## src/rtl/fetch_ctrl.sv

```systemverilog
// Program counter, flag register and control-flow resolution for the 8-bit accumulator core.
// Also owns the start/done handshake and a saturating count of RUN cycles.
module fetch_ctrl #(
    parameter int PC_W   = 10,
    parameter int LUT_AW = 4,
    parameter int CNT_W  = 16
) (
    input  logic              clk,
    input  logic              reset,
    input  logic              start,
    input  logic              flag_in,
    input  logic              flag_we,
    input  logic              branch,
    input  logic              jump,
    input  logic              halt,
    input  logic [LUT_AW-1:0] tgt_idx,
    input  logic              lut_we,
    input  logic [LUT_AW-1:0] lut_waddr,
    input  logic [PC_W-1:0]   lut_wdata,
    output logic [PC_W-1:0]   pc,
    output logic              flag_q,
    output logic              running,
    output logic              done,
    output logic [CNT_W-1:0]  cycles
);

    localparam int LUT_N = 1 << LUT_AW;

    typedef enum logic [1:0] {
        ST_IDLE   = 2'd0,
        ST_RUN    = 2'd1,
        ST_HALTED = 2'd2
    } state_t;

    state_t            state_reg, state_next;
    logic [PC_W-1:0]   pc_reg, pc_next;
    logic              flag_reg, flag_next;
    logic [CNT_W-1:0]  cycles_reg, cycles_next;

    logic [PC_W-1:0]   lut_mem [LUT_N];
    logic [LUT_N-1:0]  lut_entry_we;
    logic [PC_W-1:0]   lut_rdata;

    // Branch table: the table must come out of reset all-zero, so it lives in
    // registers rather than block RAM.
    generate
        for (genvar gi = 0; gi < LUT_N; gi++) begin : g_lut_we
            assign lut_entry_we[gi] = lut_we && (lut_waddr == LUT_AW'(gi));
        end
    endgenerate

    always_ff @(posedge clk) begin
        for (int i = 0; i < LUT_N; i++) begin
            if (reset) begin
                lut_mem[i] <= '0;
            end else if (lut_entry_we[i]) begin
                lut_mem[i] <= lut_wdata;
            end
        end
    end

    // Reading the stored array means a same-cycle write is only seen next cycle.
    assign lut_rdata = lut_mem[tgt_idx];

    always_comb begin
        state_next  = state_reg;
        pc_next     = pc_reg;
        flag_next   = flag_reg;
        cycles_next = cycles_reg;
        unique case (state_reg)
            ST_IDLE, ST_HALTED: begin
                if (start) begin
                    state_next  = ST_RUN;
                    pc_next     = '0;
                    flag_next   = 1'b0;
                    cycles_next = '0;
                end
            end
            ST_RUN: begin
                if (cycles_reg != {CNT_W{1'b1}}) begin
                    cycles_next = cycles_reg + CNT_W'(1);
                end
                if (flag_we) begin
                    flag_next = flag_in;
                end
                // The branch decision uses the flag as it stood before this edge.
                if (halt) begin
                    state_next = ST_HALTED;
                end else if (jump || (branch && flag_reg)) begin
                    pc_next = lut_rdata;
                end else begin
                    pc_next = pc_reg + PC_W'(1);
                end
            end
            default: begin
                state_next = ST_IDLE;
            end
        endcase
    end

    always_ff @(posedge clk) begin
        if (reset) begin
            state_reg  <= ST_IDLE;
            pc_reg     <= '0;
            flag_reg   <= 1'b0;
            cycles_reg <= '0;
        end else begin
            state_reg  <= state_next;
            pc_reg     <= pc_next;
            flag_reg   <= flag_next;
            cycles_reg <= cycles_next;
        end
    end

    assign pc      = pc_reg;
    assign flag_q  = flag_reg;
    assign running = (state_reg == ST_RUN);
    assign done    = (state_reg == ST_HALTED);
    assign cycles  = cycles_reg;

endmodule

```

## config.mk

```make
export PLATFORM = sky130hd
export DESIGN_NAME = fetch_ctrl
export DESIGN_NICKNAME = d
export VERILOG_FILES = /design/src/rtl/fetch_ctrl.sv
export SDC_FILE = /design/constraint.sdc
export NUM_CORES = 1
export LEC_CHECK = 0
export ABC_AREA = 1
export CORE_MARGIN = 2
export CORE_UTILIZATION = 55
export DETAILED_ROUTE_END_ITERATION = 16
export PLACE_DENSITY = 0.83
export SYNTH_ARGS = -nofsm -noshare
export SYNTH_HDL_FRONTEND = slang
export SYNTH_SLANG_ARGS = --single-unit
```

## constraint.sdc

```tcl
create_clock -name clk -period 3.53 [get_ports clk]
set_clock_uncertainty 0.05 [all_clocks]
set_input_delay 0.5295 -clock clk [delete_from_list [all_inputs] [get_ports clk]]
set_output_delay 0.5295 -clock clk [all_outputs]
set_load 0.02 [all_outputs]
```

==> results of run 1 <==
-- critical path, stage by stage (launching register included) --
cell                              delay [ns]
sky130_fd_sc_hd__dfxtp_1                0.36
sky130_fd_sc_hd__nand2_2                0.12
sky130_fd_sc_hd__inv_2                  0.19
sky130_fd_sc_hd__clkdlybuf4s50_1        0.64
-- per-layer routing --
metal | vias to the layer above | global-route usage (%) | routed length (µm)
met2 | 468 | 44.4 | 11400
li1 | 3495 | - | -
met3 | 59 | 6.16 | 2530
met4 | 0 | 11.5 | 727
met1 | 3549 | 36.4 | 9370
met5 | - | 0 | 0
-- through the flow --
step	util (%)	cells	instance area (µm²)	hold slack, ns	total power, mW
global route	63.2	1300	10400	0.500	4.89
global placement	60.1	1268	9940	0.436	3.07
detailed placement	60.1	1268	9940	0.455	3.08
CTS	63.2	1300	10400	0.465	4.75
floorplan	-	1029	9270	0.516	2.91
finish	63.2	1300	10400	0.465	4.76
-- synthesized netlist by cell type --
library cell,n,area [µm²]
sky130_fd_sc_hd__nor3_1,5,25.0
sky130_fd_sc_hd__xnor2_1,4,35.0
sky130_fd_sc_hd__or2_1,1,6.26
sky130_fd_sc_hd__inv_2,7,26.3
sky130_fd_sc_hd__clkbuf_1,20,75.1
sky130_fd_sc_hd__edfxtp_1,160,4800
sky130_fd_sc_hd__nor3_4,2,32.5
sky130_fd_sc_hd__clkinv_1,2,7.51
sky130_fd_sc_hd__dfxtp_1,29,581
sky130_fd_sc_hd__a21o_1,1,7.51
sky130_fd_sc_hd__buf_2,17,85.1
sky130_fd_sc_hd__nand4_4,1,21.3
sky130_fd_sc_hd__nor4_1,2,12.5
sky130_fd_sc_hd__o21bai_1,1,7.51
sky130_fd_sc_hd__or2_2,1,6.26
sky130_fd_sc_hd__inv_1,65,244
sky130_fd_sc_hd__buf_4,11,82.6
sky130_fd_sc_hd__a31o_2,1,8.76
sky130_fd_sc_hd__nand2_2,7,43.8
sky130_fd_sc_hd__buf_6,2,22.5
sky130_fd_sc_hd__nor2_4,2,22.5
sky130_fd_sc_hd__a21oi_1,20,100
sky130_fd_sc_hd__nand3_1,97,485
sky130_fd_sc_hd__buf_1,1,3.75
sky130_fd_sc_hd__nor2_2,3,18.8
sky130_fd_sc_hd__nor3_2,1,10.0
sky130_fd_sc_hd__nor2_1,223,837
sky130_fd_sc_hd__buf_12,1,20.0
sky130_fd_sc_hd__nand4_2,8,100
sky130_fd_sc_hd__nand2_1,238,893
sky130_fd_sc_hd__a21oi_2,7,61.3
sky130_fd_sc_hd__nand3_2,9,90.1
sky130_fd_sc_hd__o211ai_1,16,120
sky130_fd_sc_hd__ha_1,2,25.0
sky130_fd_sc_hd__a21boi_0,2,15.0
sky130_fd_sc_hd__o21ai_0,48,240
sky130_fd_sc_hd__nand4_1,5,31.3
sky130_fd_sc_hd__xor2_1,5,43.8
sky130_fd_sc_hd__nand2_4,1,11.3
sky130_fd_sc_hd__nand3b_1,1,7.51
-- logic make-up (layout without fill, tap and decap cells) --
kind of cell	Yosys count	in the layout	share of synthesized area [%]
fa+ha+maj	2	2	0.270
compound gates	96	96	6.05
simple gates	607	607	28.6
flops	189	189	58.1
xor+xnor	9	9	0.850
buf+inv	126	177	6.11
-- area by class of cell --
type	count	area [µm²]
clock buffer	19	433
sequential	189	5390
clock inverter	13	76.3
fill	1313	6080
inverter	74	278
multi-input combinational	714	3320
tap	220	275
timing repair buffer	71	678
-- worst max path at each step --
stage                 start        endpoint  slack (ns)  cells past startpoint
2_1_floorplan  lut_waddr[0]  lut_mem[12][0]        1.30                      3
3_3_place_gp     tgt_idx[1]           pc[8]        0.92                     11
3_5_place_dp   lut_waddr[0]  lut_mem[12][8]        0.90                      5
4_1_cts        state_reg[0]         running        1.19                      3
5_1_grt        state_reg[0]         running        1.12                      3
6_report       state_reg[0]         running        1.20                      3
-- where the power goes --
part	switching [mW]	internal [mW]
clock	0.825	0.888
sequential	0.0397	2.53
combinational	0.342	0.133
total	1.21	3.56
==> summary by stage, run 1 <==
Timing
Setup repair after global routing left no endpoint under its margin. The worst slew margin relative to its limit is 40.7%. The setup TNS after final layout is 0 ns. The transition time of the tightest slew-check pin is 0.890 ns. The post-route worst setup slack is 1.20 ns. Setup violations remaining at the end of the flow were counted as 0. The number of hold violations in the final report is 0. The worst path uses 66.0% of the clock period.

The routed design could run at a clock period as short as 2.33 ns. Based on the critical path, the design can be clocked at up to 429 MHz. The number of pins exceeding their max-slew limit in the final report is 0.

Worst setup path
The endpoint identified for the worst register-to-register timing path is cycles[12]. The arrival time of the worst setup path is 1.75 ns. Along the worst path, the maximum fanout reaches 11. The start-to-end type of the worst setup path is register to output port. The kind of capture point of the worst setup path is an output port.

The startpoint of the most critical register-to-register path is cycles[0]. The critical path launch point type is a register. At the worst endpoint, the required time is 2.95 ns. The worst reg2reg path depth is 12. The setup check on the worst reg-to-reg path leaves a slack of 1.59 ns.

Final layout
The net count reported at finish is 1096. The number of antenna repair diodes is 0. Leaving out fill and tap cells, the most frequent cell in the layout is sky130_fd_sc_hd__nand2_1.

The register with the most flip-flops in the layout has 160 of them. Leaving out fill and tap cells, the most frequent cells in the layout are sky130_fd_sc_hd__nand2_1 (238), sky130_fd_sc_hd__nor2_1 (223), sky130_fd_sc_hd__edfxtp_1 (160). The layout-stage area growth over the synthesis result is 12.7%. Cells with a size suffix above 1 make up 8.70% of the layout.

Clock tree
The clock net sink count is 189. Clock tree synthesis selected as its root buffer the cell sky130_fd_sc_hd__clkbuf_16. The number of setup buffers added after CTS is 0.

The maximum number of buffers from clock root to sink is 2. Clock-pin slew was measured on the worst setup and hold paths at 0.07 ns. The number of buffers created by CTS is 17.

The quantity of gates resized following cts is 0. The clock tree from TritonCTS is done. The maximum level of the CTS H-tree is 4. The later-pin clock latency in the skew report is 0.44 ns.

The hold buffer count at cts is 0.

Global routing
The number of global-route vias before repair is 7133. Global routing consumed, over all layers together, 27.6% of the routing resources. The initial antenna violation count is 0. The first global-routing pass estimated 38.0 mm of wire. After global routing the overflow that remains totals 0. Entering global routing, the biggest net connects 83 pins.

Routing
The final layout contains routed wiring with a total length of 24.0 mm. The via count normalized by instance count is 5.82. Dividing the detail-routed wire length by the instance count gives 18.4 µm. The pre-antenna-repair detailed-routing pass consisted of 5 iterations. In this run, the number of DRC markers left after iteration 0 of detailed routing was 1030. The final route contains 7571 vias.

Once detail routing completed, the nets flagged for antenna violations numbered 0. The residual DRC count is 0.

Yosys
Yosys printed 0 warnings. The number of nets in the synthesized netlist is 1058. In this run, synthesis produced a sequential element count of 189. Synthesis handed over a netlist of 1029 instances. The mean instance size in the synthesized netlist is 9.01 µm². The sequential-to-total area share from yosys stat is 58.1%. In this run, distinct cell masters in the synthesized netlist total 40. Summing every instance area after synthesis gives 9270 µm².

Worst hold path
The startpoint identified for the worst hold timing path is flag_q. The depth of the worst hold-timing path is 2. The path class of the tightest hold or removal check is register to register.

The endpoint of the worst hold-timing path is flag_q.

Floorplanning
During I/O placement, the number of pins put on the boundary was 56. The chip height is 134 µm. The effective utilization at floorplan is 56.1%. The overall die area is 17900 µm². The total number of placement rows is 47.

The core area is 16500 µm². From left edge to right edge, the die measures 134 µm.

Placed design
Input and output buffers added on the ports amount to 55. The sum of net half-perimeters after detailed placement is 15.7 mm. Routability-driven placement finished with a final weighted congestion of 0.917. Before CTS, the worst setup slack after placement is 0.899 ns.

Flow run
The number of maximum-capacitance constraint violations is 0.

Power
The maximum ir drop on the vdd rail is 375 µV. For this design the static power due to leakage is 4.05 nW. For this design the ratio of total power to cell area is 456 nW/µm².

Status
The flow ran to the end, and the final reports show no timing, DRC or antenna violations.
Note: power is estimated with default switching activity, not from simulation.
==> run 2: changes to the inputs <==
--- a/config.mk
+++ b/config.mk
@@ -7,9 +7,9 @@
 export LEC_CHECK = 0
 export ABC_AREA = 1
 export CORE_MARGIN = 2
-export CORE_UTILIZATION = 55
+export CORE_UTILIZATION = 54
 export DETAILED_ROUTE_END_ITERATION = 16
-export PLACE_DENSITY = 0.83
+export PLACE_DENSITY = 0.84
 export SYNTH_ARGS = -nofsm -noshare
 export SYNTH_HDL_FRONTEND = slang
 export SYNTH_SLANG_ARGS = --single-unit
==> constraint.sdc (replaced) <==
create_clock -name clk -period 2 [get_ports clk]
set_clock_uncertainty 0.05 [all_clocks]
set_input_delay 0.3 -clock clk [delete_from_list [all_inputs] [get_ports clk]]
set_output_delay 0.3 -clock clk [all_outputs]
set_load 0.02 [all_outputs]
==> summary by stage, run 2 (synthesis gave the netlist of run 1 again) <==
Status
The flow ran to the end, and the final reports show no timing, DRC or antenna violations.

Global routing
The fraction of met2 tracks used by global routing is 46.4% (+2.0 points). The leftover overflow at the end of global routing is 0 (unchanged). The initial antenna violation count is 0 (unchanged). The global-route wire length before repair was 39.1 mm (+2.9%). The maximum number of pins on one net before global-route repair was 52 (-37%).

The busiest metal layer after global routing is met2. The met3 track demand over resource in global routing is 7.47% (+1.3 points). The met1 demand-to-capacity share in global routing was 36.0% (-0.43 points). The global-route usage over all layers was 28.4% (+0.85 points).

The number of global-route vias before repair is 7345 (+3.0%).

Worst setup path
The worst reg2reg path depth was 12 (unchanged). The start point of the critical path is cycles[9]. The critical path launch point type is a register. The arrival time of the worst setup path is 1.60 ns (-0.15 ns). Walking the worst path, the cells encountered are clkdlybuf4s50_1. In this run the critical register-to-register path is captured at cycles[12].

The worst path buffer plus inverter count came to 1 (-1). The biggest cell delay along the critical path is 0.66 ns (+0.02 ns). The gate family responsible for the most delay along the worst path is buffers and inverters. In this run the critical register-to-register path is launched from cycles[0]. The most critical setup path has its endpoint at cycles[9]. The data required time at the worst endpoint came to 1.65 ns (-1.30 ns).

The cell with the largest stage delay on the worst path is sky130_fd_sc_hd__clkdlybuf4s50_1. The kind of capture point of the worst setup path is an output port. The start-to-end type of the worst setup path is register to output port. The number of cells on the critical path was 1 (-2).

The maximum net fanout on the critical path is 6 (-5). The setup slack of the worst register-to-register path is 0.24 ns (-1.35 ns).

Power
The overall power is 9.53 mW (+100%). The switching share of power is 23.4% (-1.9 points). The maximum ir drop on the vdd rail was 679 µV (+81%).

The share of total power in combinational logic came to 10.4% (+0.4 points). The clock power share is 42.0% (+6.0 points). The leakage component of the power is 4.46 nW (+10%). The switching component of the power is 2.23 mW (+85%). The internal power contribution was 7.30 mW (+110%). The cell area power density came to 850 nW/µm² (+86%). The sequential power share was 47.6% (-6.5 points).

Placed design
The weighted congestion reported at the end of routability-driven placement is 0.960 (+4.6%). The count of buffers from port buffering came to 55 (unchanged). The sum of net half-perimeters after detailed placement was 16.2 mm (+2.6%). The cell total after placement was 1321 (+4.2%).

Final layout
The net count reported at finish is 1149 (+4.8%). From synthesis to final layout, the design area changed by 20.9%. The fill cell total of the finished layout is 1250 (-4.8%).

The total area of multi-input combinational cells was 3320 µm² (unchanged). The number of flip-flops in the largest register was 160 (unchanged). The non-filler instance count after layout is 1353 (+4.1%). The leading cell type in the layout, fill and taps excluded is sky130_fd_sc_hd__nand2_1. The number of antenna repair diodes is 0 (unchanged). The footprint of the flip-flops and latches is 5390 µm² (unchanged). In the layout the commonest cells are sky130_fd_sc_hd__nand2_1 (238), sky130_fd_sc_hd__nor2_1 (223), sky130_fd_sc_hd__edfxtp_1 (160).

The share of final-layout standard cells stronger than drive strength 1 came to 13.3% (+4.6 points). The final standard cell utilization of the core was 67.1% (+3.9 points).

Clock tree
The maximum level of the CTS H-tree is 4 (unchanged). The clock tree from TritonCTS is done. The clock net sink count is 189 (unchanged).

The clock transition time at the flip-flop clock pins of the worst setup and hold paths is 0.07 ns (about the same). The hold buffer count at cts is 0 (unchanged). The later-pin clock latency in the skew report is 0.45 ns (about the same).

The root buffer cell is sky130_fd_sc_hd__clkbuf_16. The number of buffers created by CTS is 17 (unchanged). The maximum number of buffers from clock root to sink is 2 (unchanged).

Timing
For the finished layout, the period the worst path requires is 1.95 ns. The transition time of the tightest slew-check pin came to 0.628 ns (-0.262 ns). Setup repair after global routing left no endpoint under its margin.

The setup-violating endpoint count in the final report is 0 (unchanged). The final period utilization is 97.6%. The number of hold violations in the final report is 0 (unchanged).

The number of pins exceeding their max-slew limit in the final report is 0 (unchanged). The worst slew margin relative to its limit is 58.1% (+17 points). Timing would allow up to 512 MHz.

Routing
The overall routed net length is 25.4 mm (+5.8%). The average routed wire per standard cell is 18.8 µm (+1.7%). The residual DRC count came to 0 (unchanged). The violation count after the first detailed-routing iteration came to 1038 (+0.78%). The via count normalized by instance count is 5.87 (+0.80%). The remaining antenna violation count after routing was 0 (unchanged). The length of the first detailed-routing pass in iterations came to 7 (+2). The total vias in the final route came to 7943 (+4.9%).

Floorplanning
The chip height is 135 µm (+0.89%). The overall die area is 18200 µm² (+1.8%). The I/O pin count is 56 (unchanged). The die span in x is 135 µm (+0.89%).

The effective utilization at floorplan was 55.5% (-0.59 points). The total number of placement rows is 47 (unchanged). The core area is 16700 µm² (+1.1%).

Flow run
The number of maximum-capacitance constraint violations is 0 (unchanged).

Worst hold path
The class of the worst hold path is input port to register.
-- run 2: metrics by stage --
step | area (µm²) | setup TNS [ns] | hold slack [ns] | worst slack, ns
floorplan | 9270 | -0.0969 | 0.395 | -0.00484
global placement | 10500 | -0.508 | 0.435 | -0.198
detailed placement | 10500 | -1.20 | 0.456 | -0.280
CTS | 11200 | 0 | 0.408 | 0.0597
global route | 11200 | 0 | 0.425 | 0.0179
finish | 11200 | 0 | 0.403 | 0.0470
-- run 2: worst min-delay path, stage by stage --
cell and delay (ns):
sky130_fd_sc_hd__clkdlybuf4s50_1 0.40, sky130_fd_sc_hd__nand3_1 0.08, sky130_fd_sc_hd__a21oi_1 0.06
-- run 2: power groups by stage --
stage / sequential (mW) / clock (mW) / combinational, mW
2_1_floorplan: 4.61 / 0 / 0.526
3_3_place_gp: 4.61 / 0 / 0.941
3_5_place_dp: 4.62 / 0 / 0.957
4_1_cts: 4.54 / 3.99 / 0.970
5_1_grt: 4.55 / 4.14 / 1.06
6_report: 4.54 / 4.00 / 0.993
-- run 2: repair_timing --
item,in CTS,in global routing
buffers inserted,0,0
setup endpoints to repair,1,0
hold endpoints to repair,0,0
resized for setup,1,0
-- run 2: final cells by class --
| type | instances | area share [%] |
|---|---|---|
| well taps | 220 | 2.46 |
| clock inverters | 14 | 2.33 |
| clock buffers | 18 | 3.83 |
| multi-input cells | 714 | 29.6 |
| repair buffers | 124 | 11.3 |
| flip-flops and latches | 189 | 48.0 |
| inverters | 74 | 2.48 |
-- run 2: worst min path at each step --
stage | start | cells after the start | to | slack, ns
finish | flag_in | 3 | flag_q | 0.40
global route | halt | 3 | state_reg[1] | 0.43
CTS | flag_in | 3 | flag_q | 0.41
detailed placement | pc[1] | 2 | pc[1] | 0.46
global placement | flag_q | 2 | flag_q | 0.43
floorplan | halt | 2 | state_reg[1] | 0.39
-- run 2: metal layers --
metal / part of all wire, % / up-vias
li1: - / 3599
met1: 36 / 3681
met2: 47 / 554
met3: 12 / 109
met4: 4.3 / 0
met5: 0 / -
